File: src/rtl/pipe_hazard_ctrl.sv
// pipe_hazard_ctrl -- hazard and sequencing controller for the 16-bit
// five-stage pipeline (IF/ID/EX/MEM/WB).
//
// Purpose:
//   - load-use detection (one bubble per hazard, re-evaluated every cycle)
//   - taken-branch flush of IF/ID and ID/EX
//   - multi-cycle EX sequencing: RUN -> BUSY countdown, MULDIV_CYCLES stall cycles
//   - EX operand forwarding selects (MEM over WB)
//   - free-running 16-bit count of stalled cycles for debug
//
// Ports:
//   clk, reset            clock, synchronous active-high reset
//   id_*                  ID-stage instruction sources
//   ex_*                  EX-stage destination, sources, load/multi/branch flags
//   mem_rd/_reg_write     MEM destination
//   wb_rd/_reg_write      WB destination
//   stall, ex_hold        hold PC+IF/ID, hold ID/EX+EX
//   flush_if, flush_id    bubble IF/ID, bubble ID/EX
//   fwd_a, fwd_b          00 regfile, 01 MEM, 10 WB
//   resume, state         BUSY countdown and RUN(0)/BUSY(1)
//   stall_cycles          count of cycles with stall=1
//
// Build option: define PIPE_HAZ_R0_ZERO_EN to hardwire register 0 to zero
// (index 0 never matches for hazards or forwarding).

// One forwarding select for one EX operand.
module pipe_hazard_fwd_sel #(
  parameter int REG_BITS = 4,
  parameter bit R0_ZERO  = 1'b0
) (
  input  logic [REG_BITS-1:0] src,
  input  logic [REG_BITS-1:0] mem_rd,
  input  logic                mem_we,
  input  logic [REG_BITS-1:0] wb_rd,
  input  logic                wb_we,
  output logic [1:0]          sel
);
  logic src_live;
  assign src_live = !(R0_ZERO && (src == '0));

  always_comb begin
    sel = 2'b00;
    if (src_live && mem_we && (mem_rd == src))     sel = 2'b01;
    else if (src_live && wb_we && (wb_rd == src))  sel = 2'b10;
  end
endmodule

module pipe_hazard_ctrl #(
  parameter int REG_BITS      = 4,
  parameter int MULDIV_CYCLES = 4,
  parameter int RESUME_W      = 3
) (
  input  logic                clk,
  input  logic                reset,
  input  logic                id_valid,
  input  logic [REG_BITS-1:0] id_rs1,
  input  logic [REG_BITS-1:0] id_rs2,
  input  logic                id_uses_rs2,
  input  logic [REG_BITS-1:0] ex_rd,
  input  logic                ex_reg_write,
  input  logic                ex_mem_to_reg,
  input  logic [REG_BITS-1:0] ex_rs1,
  input  logic [REG_BITS-1:0] ex_rs2,
  input  logic                ex_multi,
  input  logic                ex_branch_taken,
  input  logic [REG_BITS-1:0] mem_rd,
  input  logic                mem_reg_write,
  input  logic [REG_BITS-1:0] wb_rd,
  input  logic                wb_reg_write,
  output logic                stall,
  output logic                ex_hold,
  output logic                flush_if,
  output logic                flush_id,
  output logic [1:0]          fwd_a,
  output logic [1:0]          fwd_b,
  output logic [RESUME_W-1:0] resume,
  output logic                state,
  output logic [15:0]         stall_cycles
);
`ifdef PIPE_HAZ_R0_ZERO_EN
  localparam bit R0_ZERO = 1'b1;
`else
  localparam bit R0_ZERO = 1'b0;
`endif

  typedef enum logic {RUN = 1'b0, BUSY = 1'b1} state_e;

  // First BUSY cycle shows MULDIV_CYCLES-2; the RUN cycle that saw ex_multi
  // plus MULDIV_CYCLES-1 BUSY cycles gives MULDIV_CYCLES stall cycles.
  localparam logic [RESUME_W-1:0] RESUME_INIT = RESUME_W'(MULDIV_CYCLES - 2);

  state_e              state_q, state_d;
  logic [RESUME_W-1:0] resume_q, resume_d;
  logic [15:0]         stall_cycles_q, stall_cycles_d;

  // Forwarding: lane 0 = operand A, lane 1 = operand B.
  logic [1:0][REG_BITS-1:0] ex_src;
  logic [1:0][1:0]          fwd_raw;
  assign ex_src = {ex_rs2, ex_rs1};

  for (genvar i = 0; i < 2; i++) begin : g_fwd
    pipe_hazard_fwd_sel #(.REG_BITS(REG_BITS), .R0_ZERO(R0_ZERO)) u_fwd (
      .src    (ex_src[i]),
      .mem_rd (mem_rd),
      .mem_we (mem_reg_write),
      .wb_rd  (wb_rd),
      .wb_we  (wb_reg_write),
      .sel    (fwd_raw[i])
    );
  end

  logic ld_live, rs1_hit, rs2_hit, load_use;
  assign ld_live  = ex_reg_write && ex_mem_to_reg && !(R0_ZERO && (ex_rd == '0));
  assign rs1_hit  = ld_live && (ex_rd == id_rs1);
  assign rs2_hit  = ld_live && id_uses_rs2 && (ex_rd == id_rs2);
  assign load_use = id_valid && (rs1_hit || rs2_hit);

  always_comb begin
    stall          = 1'b0;
    ex_hold        = 1'b0;
    flush_if       = 1'b0;
    flush_id       = 1'b0;
    fwd_a          = fwd_raw[0];
    fwd_b          = fwd_raw[1];
    state_d        = state_q;
    resume_d       = resume_q;
    stall_cycles_d = stall_cycles_q;

    if (state_q == BUSY) begin
      // Hazard inputs are ignored while the multi-cycle op drains.
      stall   = 1'b1;
      ex_hold = 1'b1;
      if (resume_q == '0) begin
        state_d  = RUN;
        resume_d = '0;
      end else begin
        resume_d = resume_q - 1'b1;
      end
    end else if (ex_branch_taken) begin
      flush_if = 1'b1;
      flush_id = 1'b1;
    end else if (ex_multi) begin
      stall    = 1'b1;
      ex_hold  = 1'b1;
      state_d  = BUSY;
      resume_d = RESUME_INIT;
    end else if (load_use) begin
      stall    = 1'b1;
      flush_id = 1'b1;
    end

    if (reset) begin
      stall    = 1'b0;
      ex_hold  = 1'b0;
      flush_if = 1'b0;
      flush_id = 1'b0;
      fwd_a    = 2'b00;
      fwd_b    = 2'b00;
    end

    if (stall) stall_cycles_d = stall_cycles_q + 16'd1;
  end

  always_ff @(posedge clk) begin
    if (reset) begin
      state_q        <= RUN;
      resume_q       <= '0;
      stall_cycles_q <= '0;
    end else begin
      state_q        <= state_d;
      resume_q       <= resume_d;
      stall_cycles_q <= stall_cycles_d;
    end
  end

  assign state        = state_q;
  assign resume       = resume_q;
  assign stall_cycles = stall_cycles_q;
endmodule
File: config.mk
export PLATFORM = sky130hd
export DESIGN_NAME = pipe_hazard_ctrl
export DESIGN_NICKNAME = d
export VERILOG_FILES = /design/src/rtl/pipe_hazard_ctrl.sv
export SDC_FILE = /design/constraint.sdc
export NUM_CORES = 1
export LEC_CHECK = 0
export ABC_CLOCK_PERIOD_IN_PS = 1700
export BUFFER_PORTS_ARGS = -buffer_cell sky130_fd_sc_hd__buf_2
export CAP_MARGIN = 20
export CORE_MARGIN = 5
export CORE_UTILIZATION = 41
export DETAILED_ROUTE_END_ITERATION = 7
export HOLD_SLACK_MARGIN = 0.06
export PLACE_DENSITY = 0.78
export SYNTH_ARGS = -nofsm -noshare
export SYNTH_HDL_FRONTEND = slang
export SYNTH_SLANG_ARGS = --single-unit
File: constraint.sdc
create_clock -name clk -period 1.7 [get_ports clk]
set_input_delay 0.34 -clock clk [delete_from_list [all_inputs] [get_ports clk]]
set_output_delay 0.34 -clock clk [all_outputs]
set_load 0.02 [all_outputs]
==> flow_summary.yaml, run 1 <==
status:
  outcome: "finished, violations left"
  violations: "negative setup slack"
synthesis:
  netlist_instances: 156
  synth_top_family_by_area: "XOR/XNOR gates"
  synthArstFlopShare: 0
  synthMuxAreaShare: 0.00862
  syn_area_mm2: 0.00131
  yosysSeqAreaShare: 0.307
  synth-xor-area-share: 0.255
  synthAdderAreaFrac: 0.00958
  syn_avg_cell_area_um2: 8.37
  synth-main-ff-cell: "dfxtp_1"
  yosysWarnings: 0
  synthesis.nets: 195
  synth-compound-area-share: 0.150
  synth_edf_count: 0
  synth.distinct_cells: 29
  ys_ff_latch: 20
  yosys.area_share.simple: 0.241
floorplanning:
  io-pin-count: 66
  row_count: 20
  die_height_um: 66.4
  die-area_mm2: 0.00441
  fp.dieW_um: 66.4
  start_util: 0.428
  core_area_mm2: 0.00305
routing:
  vias: 1383
  drtAntennaViolNets: 0
  drc: 0
  vias_per_cell: 4.84
  wire_per_inst_um: 12.8
  routed_wl_mm: 3.67
  drt-initial-drc-count: 61
  first_pass_iters: 4
timing:
  slew_headroom: 0.803
  hold_viol_final: 0
  rsz0062_at_grt: "yes"
  fmax_mhz: 527
  min_period_ns: 1.90
  setup_viol: 3
  drv_slew: 0
  final.period_utilization: 1.12
  holdWs_ns: 0.454
  fin_ws_ns: -0.197
  clock_skew_ns: 0.00558
  timing.setup.tns_ns: -0.332
  worstMarginPinSlew_ns: 0.295
power_and_ir_drop:
  swShare: 0.291
  pwr-share-seq: 0.443
  total_power_mw: 1.10
  p_int_mw: 0.781
  powerDensity_mw_per_mm2: 530
  comb_power_share: 0.303
  irDropWorstVdd_mv: 0.361
  leakage_nw: 0.888
  p_sw_mw: 0.320
  pwr-share-clk: 0.254
grt:
  track_usage: 0.164
  grt_max_degree: 27
  grt_first_pass_wirelength_mm: 5.75
  grt-ovfl-total: 0
  antenna_found_initial: 0
  grt_pass1_vias: 1382
setup_path:
  cp_max_fo: 2
  path_cells: "buf_8 -> xnor2_4 -> nand3_2 -> or3_4 -> a21oi_2 -> nor2_1 -> nor3_2 -> buf_4"
  arrival_ns: 1.56
  r2r_slack_ns: 0.02
  timing.rr.start: "stall_cycles[0]"
  path_class: "input pin to primary output"
  required_ns: 1.36
  crit_path_max_incr_delay_ns: 0.37
  end_kind: "primary output"
  cp_slowest_cell: "or3_4"
  cp_num_buf_inv: 2
  cp-start-kind: "input pin"
  crit_family: "simple AND/OR/NAND/NOR gates"
  critical_path.startpoint: "id_rs1[1]"
min_path:
  min_from: "ex_multi"
  min_path_type: "input pin to flop"
cts:
  cts_root_buf: "clkbuf_4"
  cts_max_path_buffers: 2
  clkTransAtPathRegs_ns: 0.11
  numCtsBuffers: 3
  hold_buffers: 0
  clock_latency_ns: 0.30
  clock-sinks: 20
  cts_max_level: 1
  cts_tree: "yes"
final_layout:
  diodes: 0
  fillerInstances: 247
  final_core_util: 0.681
  area_growth_syn_to_layout_pct: 59.2
  design_area_mm2: 0.00208
  multiInputGateArea_um2: 997
  regArea_um2: 402
  fin_nets: 282
  drive_above_1_share: 0.504
  final_cell_count_no_fill: 286
placed_design:
  place_congestion: 0.761
  post-place-ws_ns: -0.340
  dp.cells: 281
  dp_hpwl_mm: 2.70
  portBuffers: 65
  dpl-instance-area_mm2: 0.00187
job:
  drv_cap: 0
-- sequential cells by signal, indices dropped and copies added (netlist names) --
register      flops
resume            3
stall_cycles     16
state             1
-- Yosys cell counts (all sizes together), types with 2 or more instances --
library cell,count,share of area
a211oi,5,0.029
a21oi,14,0.074
and3,2,0.0096
and4,2,0.015
buf,2,0.014
clkbuf,3,0.0086
dfxtp,20,0.31
inv,2,0.0057
nand2,11,0.032
nand2b,2,0.0096
nand3,12,0.046
nor2,26,0.075
nor3,4,0.015
nor4b,3,0.020
xnor2,28,0.19
xor2,10,0.067
-- final cells by class --
type	instances	area share
timing repair buffer	87	0.280
sequential	20	0.193
inverter	2	0.00361
multi-input combinational	129	0.480
tap	44	0.0265
clock buffer	4	0.0174
-- power groups by stage --
| stage | Combinational, mW | Clock, mW | Sequential, mW |
|---|---|---|---|
| 2_1_floorplan | 0.136 | 0 | 0.513 |
| 3_3_place_gp | 0.288 | 0 | 0.497 |
| 3_5_place_dp | 0.293 | 0 | 0.497 |
| 4_1_cts | 0.318 | 0.287 | 0.486 |
| 5_1_grt | 0.361 | 0.305 | 0.489 |
| 6_report | 0.334 | 0.280 | 0.487 |
-- cell families after synthesis --
group / count (synthesis)
AO/OA/AOI/OAI: 23
XOR/XNOR: 38
AND/OR/NAND/NOR: 66
multiplexers: 1
buffers and inverters: 7
flip-flops: 20
adder cells (fa/ha/maj): 1
-- final timing paths --
check                     end  depth (start not counted)
max                  flush_id                          8
min                 resume[0]                          4
max reg2reg  stall_cycles[10]                          6
min reg2reg         resume[0]                          2
-- routing by layer --
| layer | GRT usage | part of all wire | up-vias |
|---|---|---|---|
| met5 | 0 | 0 | - |
| met4 | 0.0508 | 0.014 | 0 |
| met3 | 0.0306 | 0.062 | 6 |
| met2 | 0.292 | 0.52 | 43 |
| met1 | 0.196 | 0.41 | 630 |
| li1 | - | - | 704 |
-- cell usage in the layout (no fill, tap or decap), types with 2 or more instances in the layout --
cell,synthesis,final
buf_2,0,57
xnor2_1,28,25
nor2_1,26,24
buf_4,1,20
dfxtp_1,20,19
nand2_1,11,11
nand3_1,12,10
xor2_1,10,10
a21oi_2,7,8
a21oi_1,7,5
buf_6,1,5
nor3_1,4,3
clkbuf_4,0,3
buf_12,0,3
xnor2_4,0,2
nand3_2,0,2
inv_1,2,2
nor2_2,0,2
nand2b_1,2,2
nor4b_2,0,2
a211oi_2,0,2
a211oi_1,5,2
buf_8,0,2
-- worst register-to-register path: stages (launching register included) --
cell,delay [ns]
dfxtp_2,0.36
ha_1,0.18
nand2_1,0.06
or2_2,0.35
a21oi_4,0.15
and3_4,0.19
mux2_4,0.29
-- what timing repair did --
action | in CTS | in global routing
resized for setup | 15 | 16
pin swaps | 3 | 7
setup buffers | 1 | 0
endpoints found under the setup margin | 3 | 16
Power figures use the tool's default switching activity.
==> run 2: changes to the inputs <==
--- a/config.mk
+++ b/config.mk
@@ -13,6 +13,7 @@
 export DETAILED_ROUTE_END_ITERATION = 7
 export HOLD_SLACK_MARGIN = 0.06
 export PLACE_DENSITY = 0.78
+export SETUP_SLACK_MARGIN = 0.5
 export SYNTH_ARGS = -nofsm -noshare
 export SYNTH_HDL_FRONTEND = slang
 export SYNTH_SLANG_ARGS = --single-unit
==> run 2 against run 1 <==
Power grew 14%. Combinational power is 59% higher. Non-clock buffer count increased by 15. Via count up 24%. Sequential cell count did not move. Die area unchanged. Sequential power about the same. Register-to-register slack worse by 0.13 ns. The run still ends with negative setup slack left. Highest routed layer unchanged.
==> flow_summary.yaml, run 2 (synthesis gave the netlist of run 1 again) <==
routing:
  drt-initial-drc-count: 152
  routed_wl_mm: 6.39
  first_pass_iters: 4
  drc: 0
  wire_per_inst_um: 21.3
  drtAntennaViolNets: 0
  vias_per_cell: 5.71
  vias: 1714
setup_path:
  cp-start-kind: "input pin"
  path_class: "input pin to primary output"
  path_cells: "buf_6 -> xnor2_2 -> nand3_2 -> or3_1 -> a21oi_2 -> nor2_1 -> nor3_2 -> buf_4"
  required_ns: 1.36
  cp_slowest_cell: "or3_1"
  cp_num_buf_inv: 2
  arrival_ns: 1.64
  end_kind: "primary output"
  cp_max_fo: 2
  crit_family: "simple AND/OR/NAND/NOR gates"
  crit_path_max_incr_delay_ns: 0.37
timing:
  final.period_utilization: 1.16
  slew_headroom: 0.780
  fmax_mhz: 505
  timing.setup.tns_ns: -0.901
  worstMarginPinSlew_ns: 0.328
  rsz0062_at_grt: "yes"
  hold_viol_final: 0
  fin_ws_ns: -0.279
  holdWs_ns: 0.444
  clock_skew_ns: 0.000656
  min_period_ns: 1.98
  setup_viol: 11
  drv_slew: 0
cts:
  cts_max_level: 1
  cts_root_buf: "clkbuf_4"
  numCtsBuffers: 3
  clock_latency_ns: 0.30
  hold_buffers: 0
  cts_tree: "yes"
  cts_max_path_buffers: 2
  clkTransAtPathRegs_ns: 0.12
  clock-sinks: 20
final_layout:
  design_area_mm2: 0.00274
  final_core_util: 0.897
  layout_common_cells: "37 x buf_6, 28 x buf_4, 27 x buf_2, 20 x nor2_1, 16 x xnor2_1"
  regArea_um2: 438
  multiInputGateArea_mm2: 0.00129
  mostFrequentLayoutCell: "buf_6"
  fin_nets: 297
  area_growth_syn_to_layout_pct: 110
  fillerInstances: 138
  drive_above_1_share: 0.727
  largest_reg_flops: 16
  diodes: 0
floorplanning:
  die_height_um: 66.4
  core_area_mm2: 0.00305
  io-pin-count: 66
  row_count: 20
  start_util: 0.428
  fp.dieW_um: 66.4
  die-area_mm2: 0.00441
job:
  drv_cap: 0
grt:
  grt_first_pass_wirelength_mm: 6.79
  grt_pass1_vias: 1473
  antenna_found_initial: 0
  track_usage: 0.204
  grt-ovfl-total: 0
  grt_max_degree: 17
power_and_ir_drop:
  irDropWorstVdd_mv: 0.271
  leakage_nw: 1.09
  powerDensity_mw_per_mm2: 459
min_path:
  min_path_type: "input pin to flop"
placed_design:
  place_congestion: 0.733
  portBuffers: 65
  post-place-ws_ns: -0.260
  dpl-instance-area_mm2: 0.00193
  dp_hpwl_mm: 2.91
status:
  outcome: "finished, violations left"
  violations: "negative setup slack"
run 2: path summary, 6_finish.rpt:
path,startpoint,endpoint,slack (ns),cells after the start
setup / recovery,id_rs1[3],flush_id,-0.28,8
hold / removal,reset,resume[1],0.44,3
setup reg to reg,stall_cycles[7],stall_cycles[15],-0.11,6
hold reg to reg,resume[2],resume[1],0.50,2
run 2: worst reg2reg max path: cells and delay by family, from the launching register on:
family | cells | cell delay [ns]
flops | 1 | 0.39
compound gates | 1 | 0.34
xor+xnor | 1 | 0.18
simple gates | 4 | 0.80
run 2: final cells by class:
type,count,share of cell area
inverters,2,0.00274
well taps,44,0.0201
repair buffers,102,0.339
clock buffers,3,0.00823
flip-flops and latches,20,0.160
multi-input cells,129,0.470
run 2: stage by stage:
stage | total power [mW] | std cells
after detailed placement | 0.809 | 276
after global routing | 1.29 | 300
final | 1.26 | 300
after global placement | 0.801 | 276
after floorplan | 0.672 | 156
after CTS | 1.12 | 288
run 2: where the power goes:
| part | internal (mW) | switching [mW] |
|---|---|---|
| clock | 0.0826 | 0.156 |
| combinational | 0.280 | 0.250 |
| sequential | 0.472 | 0.0159 |
| total | 0.835 | 0.422 |
run 2: repair_timing:
item / 4_1_cts / 5_1_grt
pin swaps: 15 / 30
setup buffers: 9 / 12
cloned: 0 / 0
setup endpoints to repair: 41 / 43
gates resized for setup: 81 / 76
run 2: per-layer routing:
metal,wire (um),GRT usage
met3,497,0.0340
met1,2100,0.207
met2,3380,0.397
met5,0,0
met4,413,0.0939
==> run 3: changes to the inputs <==
--- a/config.mk
+++ b/config.mk
@@ -8,7 +8,7 @@
 export ABC_CLOCK_PERIOD_IN_PS = 1700
 export BUFFER_PORTS_ARGS = -buffer_cell sky130_fd_sc_hd__buf_2
 export CAP_MARGIN = 20
-export CORE_MARGIN = 5
+export CORE_MARGIN = 1.5
 export CORE_UTILIZATION = 41
 export DETAILED_ROUTE_END_ITERATION = 7
 export HOLD_SLACK_MARGIN = 0.06
==> run 3 against run 2 <==
The run still ends with negative setup slack left. Largest cell class unchanged. Clock power up 32%. Utilization up 5.5 points. Final cell count up 4.3%. Highest routed layer unchanged. Fmax down 1.5%. Via count up 5.8%. Critical path type is now input pin to flop.
==> flow_summary.yaml, run 3 (synthesis gave the netlist of run 1 again) <==
routing:
  drt-initial-drc-count: 187
  vias: 1814
  first_pass_iters: 5
  drtAntennaViolNets: 0
  vias_per_cell: 5.80
  wire_per_inst_um: 22.2
  drc: 0
  routed_wl_mm: 6.94
setup_path:
  required_ns: 1.93
  cp-endpoint: "stall_cycles[2]"
  r2r_cells: 5
  r2r_slack_ns: -0.03
  cp_max_fo: 6
  timing.rr.start: "stall_cycles[5]"
  cp-start-kind: "input pin"
  path_class: "input pin to flop"
  critical_path.startpoint: "ex_rd[3]"
  end_kind: "flop"
  arrival_ns: 2.24
  timing.rr.end: "stall_cycles[10]"
cts:
  cts_max_path_buffers: 2
  cts_root_buf: "clkbuf_4"
  clock_latency_ns: 0.33
  cts_tree: "yes"
  clkTransAtPathRegs_ns: 0.13
  numCtsBuffers: 3
  clock-sinks: 20
  hold_buffers: 0
  cts_max_level: 1
power_and_ir_drop:
  powerDensity_mw_per_mm2: 464
  irDropWorstVdd_mv: 0.294
  total_power_mw: 1.34
  leakage_nw: 1.17
grt:
  track_usage: 0.256
  antenna_found_initial: 0
  grt_pass1_vias: 1518
  grt-ovfl-total: 0
  grt_max_degree: 16
  grt_first_pass_wirelength_mm: 6.74
placed_design:
  dp.cells: 278
  post-place-ws_ns: -0.280
  place_congestion: 0.764
  dp_hpwl_mm: 2.71
  portBuffers: 65
  dpl-instance-area_mm2: 0.00194
final_layout:
  largest_reg_flops: 16
  drive_above_1_share: 0.751
  design_area_mm2: 0.00288
  final_cell_count_no_fill: 313
  layout_common_cells: "47 x buf_6, 32 x buf_4, 25 x buf_2, 21 x nor2_1, 14 x xnor2_2"
  mostFrequentLayoutCell: "buf_6"
  final_core_util: 0.952
  diodes: 0
  area_growth_syn_to_layout_pct: 121
  fin_nets: 309
status:
  outcome: "finished, violations left"
  violations: "negative setup slack"
timing:
  drv_slew: 0
  fin_ws_ns: -0.309
  fmax_mhz: 498
  holdWs_ns: 0.396
  final.period_utilization: 1.18
  hold_viol_final: 0
  clock_skew_ns: 0.00411
  worstMarginPinSlew_ns: 0.340
  timing.setup.tns_ns: -3.12
  min_period_ns: 2.01
  slew_headroom: 0.770
  setup_viol: 16
  rsz0062_at_grt: "yes"
floorplanning:
  core_area_mm2: 0.00303
  io-pin-count: 66
  die-area_mm2: 0.00353
  row_count: 20
  die_height_um: 59.4
  start_util: 0.431
  fp.dieW_um: 59.4
job:
  drv_cap: 0
min_path:
  min_path_type: "input pin to flop"
[run 3: layout make-up]
cell class	instances	area, um2
Inverter	2	7.51
Sequential cell	20	448
Timing Repair Buffer	114	1050
Fill cell	73	145
Tap cell	44	55.1
Multi-Input combinational cell	129	1280
Clock buffer	4	36.3
[run 3: layer usage]
metal / global-route usage / part of all wire / vias to the layer above
li1: - / - / 754
met1: 0.274 / 0.33 / 857
met2: 0.485 / 0.52 / 150
met3: 0.0459 / 0.075 / 53
met4: 0.104 / 0.071 / 0
met5: 0 / 0 / -
[run 3: what timing repair did]
item | in CTS | in global routing
pin swaps | 34 | 26
buffers inserted | 15 | 16
gates resized for setup | 103 | 71
setup endpoints to repair | 41 | 43
[run 3: critical path, cell delays in order]
cell and delay (ns):
buf_6 0.10, buf_4 0.12, xor2_1 0.18, nor2_2 0.26
a31oi_4 0.16, buf_12 0.15, buf_6 0.12, buf_8 0.13
buf_6 0.11, buf_6 0.12, a21boi_2 0.17, xnor2_1 0.19
nor2_1 0.08
[run 3: power breakdown]
part / internal (mW) / switching [mW]
Clock: 0.131 / 0.184
Combinational: 0.282 / 0.257
Sequential: 0.468 / 0.0132
Total: 0.882 / 0.455
[run 3: worst min-delay path by stage]
stage / end / start / slack, ns / cells past startpoint
2_1_floorplan: resume[1] / resume[2] / 0.56 / 2
3_3_place_gp: resume[0] / resume[0] / 0.48 / 2
3_5_place_dp: resume[1] / resume[2] / 0.50 / 2
4_1_cts: stall_cycles[11] / reset / 0.40 / 3
5_1_grt: resume[0] / reset / 0.39 / 3
6_report: stall_cycles[11] / reset / 0.40 / 3
